File: src/rtl/regfile_writeback.sv
// regfile_writeback
// Write-side initiator for the 32-entry register file. Writebacks from the
// load unit and the ALU are queued in an in-order FIFO. The FIFO drains one
// entry per cycle into the register file write port, and queued entries can
// be looked up so that readers see writes that have not committed yet.
//
// Ports:
//   clk, rst               clock, synchronous active-high reset
//   ld_valid/ld_rd/ld_data load writeback request; ld_ready accepts it
//   alu_valid/alu_rd/...   ALU writeback request; alu_ready accepts it
//                          (the load unit always wins when both are valid)
//   stall                  register file busy: hold the queue
//   rf_we/rf_rd/rf_di      register file write port, driven from the head
//   ra/rb                  bypass lookup addresses
//   fwd_*_hit/fwd_*_data   youngest queued value for each lookup address
//   count                  number of queued entries
module regfile_writeback #(
    parameter int DEPTH = 4,
    parameter int XLEN  = 32
) (
    input  logic                     clk,
    input  logic                     rst,
    input  logic                     ld_valid,
    input  logic [4:0]               ld_rd,
    input  logic [XLEN-1:0]          ld_data,
    output logic                     ld_ready,
    input  logic                     alu_valid,
    input  logic [4:0]               alu_rd,
    input  logic [XLEN-1:0]          alu_data,
    output logic                     alu_ready,
    input  logic                     stall,
    output logic                     rf_we,
    output logic [4:0]               rf_rd,
    output logic [XLEN-1:0]          rf_di,
    input  logic [4:0]               ra,
    input  logic [4:0]               rb,
    output logic                     fwd_a_hit,
    output logic [XLEN-1:0]          fwd_a_data,
    output logic                     fwd_b_hit,
    output logic [XLEN-1:0]          fwd_b_data,
    output logic [$clog2(DEPTH):0]   count
);

    localparam int AW = $clog2(DEPTH);
    localparam int CW = AW + 1;

    // Entry storage carries no reset; validity is defined by count/pointers.
    logic [4:0]      rd_mem   [DEPTH];
    logic [XLEN-1:0] data_mem [DEPTH];

    logic [AW-1:0] wr_ptr_q, wr_ptr_d;
    logic [AW-1:0] rd_ptr_q, rd_ptr_d;
    logic [CW-1:0] count_q,  count_d;

    logic            full;
    logic            empty;
    logic            push_hs;
    logic            push_en;
    logic            pop;
    logic [4:0]      push_rd;
    logic [XLEN-1:0] push_data;
    logic [AW-1:0]   scan_idx;

    assign full  = (count_q == CW'(DEPTH));
    assign empty = (count_q == '0);

    assign ld_ready  = !full;
    assign alu_ready = !full && !ld_valid;

    // The ALU can only handshake when ld_valid is low, so ld_valid alone
    // selects the source of the accepted writeback.
    assign push_rd   = ld_valid ? ld_rd   : alu_rd;
    assign push_data = ld_valid ? ld_data : alu_data;
    assign push_hs   = (ld_valid && ld_ready) || (alu_valid && alu_ready);
    // Writes to x0 complete the handshake but are never stored.
    assign push_en   = push_hs && (push_rd != 5'd0);

    assign rf_we = !empty && !stall;
    assign rf_rd = rd_mem[rd_ptr_q];
    assign rf_di = data_mem[rd_ptr_q];
    assign pop   = rf_we;

    assign count = count_q;

    always_comb begin
        wr_ptr_d = wr_ptr_q;
        rd_ptr_d = rd_ptr_q;
        count_d  = count_q + CW'(push_en) - CW'(pop);
        if (push_en) begin
            wr_ptr_d = wr_ptr_q + AW'(1);
        end
        if (pop) begin
            rd_ptr_d = rd_ptr_q + AW'(1);
        end
    end

    always_ff @(posedge clk) begin
        if (rst) begin
            wr_ptr_q <= '0;
            rd_ptr_q <= '0;
            count_q  <= '0;
        end else begin
            wr_ptr_q <= wr_ptr_d;
            rd_ptr_q <= rd_ptr_d;
            count_q  <= count_d;
        end
    end

    always_ff @(posedge clk) begin
        if (push_en && !rst) begin
            rd_mem[wr_ptr_q]   <= push_rd;
            data_mem[wr_ptr_q] <= push_data;
        end
    end

    // Walk valid entries oldest to youngest; a later match overwrites an
    // earlier one, so the result is the youngest matching entry.
    always_comb begin
        fwd_a_hit  = 1'b0;
        fwd_a_data = '0;
        fwd_b_hit  = 1'b0;
        fwd_b_data = '0;
        scan_idx   = '0;
        for (int i = 0; i < DEPTH; i++) begin
            scan_idx = rd_ptr_q + AW'(i);
            if (CW'(i) < count_q) begin
                if ((ra != 5'd0) && (rd_mem[scan_idx] == ra)) begin
                    fwd_a_hit  = 1'b1;
                    fwd_a_data = data_mem[scan_idx];
                end
                if ((rb != 5'd0) && (rd_mem[scan_idx] == rb)) begin
                    fwd_b_hit  = 1'b1;
                    fwd_b_data = data_mem[scan_idx];
                end
            end
        end
    end

endmodule
File: config.mk
export PLATFORM = sky130hd
export DESIGN_NAME = regfile_writeback
export DESIGN_NICKNAME = d
export VERILOG_FILES = /design/src/rtl/regfile_writeback.sv
export SDC_FILE = /design/constraint.sdc
export NUM_CORES = 1
export LEC_CHECK = 0
export BUFFER_PORTS_ARGS = -buffer_cell sky130_fd_sc_hd__buf_4
export CORE_UTILIZATION = 50
export CTS_CLUSTER_DIAMETER = 150
export DETAILED_ROUTE_END_ITERATION = 8
export GPL_TIMING_DRIVEN = 0
export PLACE_DENSITY = 0.72
export SETUP_SLACK_MARGIN = 0.5
export SYNTH_ARGS = -nofsm -noshare
export SYNTH_HDL_FRONTEND = slang
export SYNTH_SLANG_ARGS = --single-unit
export TNS_END_PERCENT = 10
File: constraint.sdc
create_clock -name clk -period 3.5 [get_ports clk]
set_clock_uncertainty 0.05 [all_clocks]
set_input_delay 0.175 -clock clk [delete_from_list [all_inputs] [get_ports clk]]
set_output_delay 0.175 -clock clk [all_outputs]
set_load 0.01 [all_outputs]
## Word-level counts from Yosys, hierarchy flattened

Memory sizes are Yosys's and may differ from the RTL's. A register that Yosys moved wholly into a read port is not among the register bits.
Cells that the tools add are included.

| storage, ports and cells | value |
|---|---|
| flip-flop bits (word level) | 7 |
| input port bits | 89 |
| output and inout port bits | 109 |
| memories kept | 2 |
| bits in read-only memories | 0 |
| logic and storage cells | 88 |
| memory bits (writable) | 148 |
| latch bits | 0 |

Memory list:

| name | words | bits a word | read ports | clocked after memory_dff | wr ports | RTL line | source |
|---|---|---|---|---|---|---|---|
| data_mem | 4 | 32 | 4 | 1 | 1 | 49 | `logic [XLEN-1:0] data_mem [DEPTH];` |
| rd_mem | 4 | 5 | 4 | 1 | 1 | 48 | `logic [4:0] rd_mem [DEPTH];` |

| operators by class | value |
|---|---|
| mux-type cells | 40 |
| reduce and logical (&&, ||, !) cells | 24 |
| divide/modulo/power cells | 0 |
| equality and inequality tests | 9 |
| shifts and indexed selects | 0 |
| $mul | 0 |
| bitwise operators | 0 |
| add/sub/neg operators | 6 |
| $lt $le $gt $ge | 4 |

Operators with widths:

| cell | number |
|---|---|
| 32-bit two-way mux | 17 |
| 5-bit equality test | 8 |
| 1-bit two-way mux | 18 |
| 5-bit nonzero test | 3 |
| 1-bit logical AND | 14 |
| 2-bit two-way mux | 4 |
| 1-bit by 3-bit < comparator with 1-bit output, first input constant | 2 |
| 2-bit by 3-bit < comparator with 1-bit output, first input constant | 2 |
| 1-bit logical NOT | 5 |
| 5-bit two-way mux | 1 |
| 2-bit by 1-bit adder with 2-bit output, second input constant | 2 |
| 2-bit adder, second input constant | 2 |
| 3-bit by 1-bit adder with 3-bit output | 1 |
| 3-bit equality test, second input constant | 1 |
| 3-bit logical NOT | 1 |
| 3-bit by 1-bit subtractor with 3-bit output | 1 |
| 1-bit logical OR | 1 |

## Longest topological paths before layout

| depth | value |
|---|---|
| depth in word-level cells | 10 |
| depth in mapped cells | 11 |
| depth with buffers taken out | 10 |

## Least setup slack after synthesis

OpenSTA, ideal clock, no wires.

| path | value |
|---|---|
| path kind | register to output |
| from | reg (tool-made name) |
| to | out fwd_a_data[20] |
| setup slack | 0.910 ns |
| required time | 3.275 ns |
| path buffers | 2 |
| arrival time | 2.365 ns |
| cell stages (with the launch flop) | 9 |
| cells stage by stage | dfxtp_1 buf_4 mux4_2 nor3_1 o211ai_1 a211oi_2 buf_2 a221oi_1 o31ai_1 |

RTL lines:

| what | RTL line | source |
|---|---|---|
| end: declaration | 38 | `output logic [XLEN-1:0] fwd_a_data,` |

## Worst setup path in the final report

| path | value |
|---|---|
| from | reg rd_ptr_q[0] |
| to | out fwd_b_data[22] |

| on the way | value |
|---|---|
| word-level cells in the longest chain between the ends | 10 |
| elaborated cells between the ends (all ways) | 17 |
| those cells by class | add/sub: 3; eq/ne: 3; mux: 6; reduce/logical: 3; memory: 2 |

Ends and longest elaborated chain:

| what | RTL line | source |
|---|---|---|
| start: declaration | 52 | `logic [AW-1:0] rd_ptr_q, rd_ptr_d;` |
| start signal: assignment | 104 | `rd_ptr_q <= rd_ptr_d;` |
| 2-bit by 1-bit adder with 2-bit output | 125 | `scan_idx = rd_ptr_q + AW'(i);` |
| memory 4 x 5 bit | - |  |
| 5-bit equality test | 131 | `if ((rb != 5'd0) && (rd_mem[scan_idx] == rb)) begin` |
| 1-bit logical AND | 131 |  |
| 32-bit two-way mux | 131 |  |
| 32-bit two-way mux | 126 | `if (CW'(i) < count_q) begin` |
| 32-bit two-way mux | 131 |  |
| 32-bit two-way mux | 126 |  |
| 32-bit two-way mux | 131 |  |
| 32-bit two-way mux (*) | 126 |  |
| end: declaration | 40 | `output logic [XLEN-1:0] fwd_b_data,` |

Mark *: on every way between the ends. The rest lies on a longest branch, timed or not.

==> impl_metrics.env <==
export IMPL_status="finished clean"
export IMPL_dp_hpwl_um=24500
export IMPL_die_w_um=154
export IMPL_cp_arrival_ns=3.26
export IMPL_finalSetupViolations=0
export IMPL_syn_mean_instance_area_um2=13.3
export IMPL_drc_errors=0
export IMPL_async_reset_ff_share_pct=0
export IMPL_synth_main_ff_cell="edfxtp_1"
export IMPL_clock_latency_ns=0.45
export IMPL_drv_slew=0
export IMPL_dr_pass1_iters=6
export IMPL_slew_headroom_pct=23.9
export IMPL_num_antenna_cells=0
export IMPL_vias=9899
export IMPL_rows=55
export IMPL_core_area_um2=22600
export IMPL_max_stage_delay_ns=0.57
export IMPL_cts_tree="built"
export IMPL_initial_core_util_pct=50.8
export IMPL_numCtsBuffers=17
export IMPL_cts_htree_levels=4
export IMPL_synth_edf_count=148
export IMPL_syn2layout_area_growth_pct=32.9
export IMPL_multi_input_area_um2=6890
export IMPL_syn_area_um2=11500
export IMPL_layout_common_cells="buf_4 (217), edfxtp_1 (148), mux4_2 (141)"
export IMPL_fin_crit_ns=3.48
export IMPL_postSynthCellCount=867
export IMPL_drv_cap=0
export IMPL_fillCellCount=1533
export IMPL_cts_root_buf="clkbuf_16"
export IMPL_place_congestion=0.940
export IMPL_power_mw=9.20
export IMPL_viasPerCell=7.01
export IMPL_crit_family="buffers and inverters"
export IMPL_finalNonFillerCells=1412
export IMPL_fmax_ghz=0.287
export IMPL_final_common_cell="buf_4"
export IMPL_finalWorstSetupSlack_ns=0.0184
export IMPL_holdCritPathClass="in -> reg"
export IMPL_placed_cells=1344
export IMPL_ir_worst_vdd_mv=0.463
export IMPL_end_kind="output pin"
export IMPL_cp_start_kind="flip-flop"
export IMPL_portBuffers=188
export IMPL_critPathKind="reg -> out"
export IMPL_pre_cts_ws_ns=-0.107
export IMPL_crit_required_ns=3.27
export IMPL_cellPowerDensity_nw_per_um2=601
export IMPL_synth_warnings=0
export IMPL_grt_pass1_wl_um=54900
export IMPL_antenna_found_initial=0
export IMPL_die_area_um2=23600
export IMPL_ys_ff_latch=157
export IMPL_nNetsFinal=1212
export IMPL_grt_pass1_vias=9635
export IMPL_routedWlPerCell_um=26.4
export IMPL_rsz0062_at_grt="true"
export IMPL_cts_clk_slew_worst_paths_ns=0.07
export IMPL_finalCritPeriodShare_pct=99.5
export IMPL_whs_ns=0.0261
export IMPL_p_leak_nw=5.32
export IMPL_die_y_um=154
export IMPL_drtAntennaViolNets=0
export IMPL_crit_buf_inv=5
export IMPL_hold_viol_final=0
export IMPL_worst_path_max_fanout=7
export IMPL_totalWireLength_um=37300
export IMPL_cts_num_sinks=157
export IMPL_syn_num_nets=965
export IMPL_synth_seq_area_share_pct=40.2
export IMPL_drt_iter0_markers=1216
export IMPL_gr_total_overflow=0
export IMPL_crit_slowest_cell="mux4_2"
export IMPL_drive_gt1_share_pct=54.5
export IMPL_grtUsageTotal_pct=31.3
export IMPL_fin_util_pct=67.6
export IMPL_crit_chain="buf_8 > buf_12 > mux4_2 > xnor2_2 > nand3_2 > nor3_4 > buf_12 > buf_4 > a221oi_1 > o31ai_1 > buf_4"
export IMPL_grt_max_degree=25
export IMPL_yosysUniqueCellTypes=37
export IMPL_io_pins=198
export IMPL_cts_buffer_depth=2
export IMPL_seq_area_um2=4630
export IMPL_tightest_slew_ns=1.14
metal layers:
| metal | wire length (um) | GRT usage (%) | vias up | part of all wire [%] |
|---|---|---|---|---|
| li1 | - | - | 4039 | - |
| met1 | 13500 | 41.5 | 4879 | 36 |
| met2 | 18000 | 50.6 | 816 | 48 |
| met3 | 4200 | 5.24 | 165 | 11 |
| met4 | 1640 | 14.9 | 0 | 4.4 |
| met5 | 0 | 0 | - | 0 |
final timing paths:
check	cells after the start	start	slack [ns]	endpoint
worst min-delay path	2	alu_data[15]	0.03	data_mem[0][15]
worst min register to register	2	wr_ptr_q[1]	0.53	wr_ptr_q[1]
worst max-delay path	11	rd_ptr_q[0]	0.02	fwd_b_data[22]
worst max register to register	9	rd_ptr_q[0]	1.17	rd_ptr_q[1]
per-stage QoR:
step / TNS [ns] / area, um2
3_3_place_gp: -79.25 / 13300
3_5_place_dp: -0.345 / 13400
4_1_cts: 0 / 14900
2_1_floorplan: 0 / 11500
5_1_grt: -0.0115 / 15300
6_report: 0 / 15300
kinds of logic after synthesis:
family / count (synthesis) / share of synthesized area (%)
compound gates: 149 / 10.7
simple gates: 222 / 8.77
buf+inv: 102 / 4.12
mux: 188 / 32.1
fa+ha+maj: 9 / 1.04
xor+xnor: 40 / 3.11
flops: 157 / 40.2
worst reg2reg max path, cell delays in order (launching register included):
cell	delay, ns
dfxtp_2	0.33
buf_8	0.14
buf_12	0.13
buf_4	0.24
buf_4	0.26
buf_2	0.36
buf_2	0.35
nand2_1	0.11
xor2_1	0.15
nor2_1	0.14
registers in the layout, summed over array words and instances, names as in the netlist, named ones only:
name	count
rd_ptr_q	2
data_mem	128
rd_mem	20
count	3
wr_ptr_q	2
synth_stat cells, types with 3 or more instances:
cell type / n / area, um2
a211o_1: 3 / 26.3
a211oi_2: 3 / 37.5
a21oi_1: 10 / 50.1
a221oi_1: 64 / 561
and2_1: 6 / 37.5
and4_1: 3 / 26.3
buf_1: 16 / 60.1
buf_2: 25 / 125
buf_4: 12 / 90.1
clkbuf_1: 37 / 139
dfxtp_1: 9 / 180
edfxtp_1: 148 / 4440
ha_1: 8 / 100
inv_1: 10 / 37.5
mux2_2: 41 / 462
mux2i_1: 6 / 60.1
mux4_2: 141 / 3180
nand2_1: 77 / 289
nand3_1: 4 / 20.0
nor2_1: 85 / 319
nor2b_1: 31 / 194
nor3_1: 5 / 25.0
nor4_1: 4 / 25.0
o211ai_1: 3 / 22.5
o31ai_1: 58 / 435
o31ai_2: 7 / 87.6
xnor2_1: 25 / 219
xor2_1: 14 / 123
cell type report:
class | count | share of cell area (%)
Buffer | 92 | 5.53
Clock buffer | 17 | 2.78
Clock inverter | 15 | 1.22
Inverter | 10 | 0.245
Multi-Input combinational cell | 608 | 45.0
Sequential cell | 157 | 30.3
Tap cell | 285 | 2.33
Timing Repair Buffer | 228 | 12.6
power breakdown:
group | switching [mW] | internal (mW)
clock | 0.802 | 1.13
combinational | 2.45 | 2.31
sequential | 0.173 | 2.33
total | 3.43 | 5.77
repair_timing:
item	4_1_cts	5_1_grt
pin swaps	55	16
hold buffers	0	0
endpoints found under the setup margin	66	66
resized for setup	177	63
buffers inserted	22	8
gates cloned	3	3
Note: power is estimated with default switching activity, not from simulation.
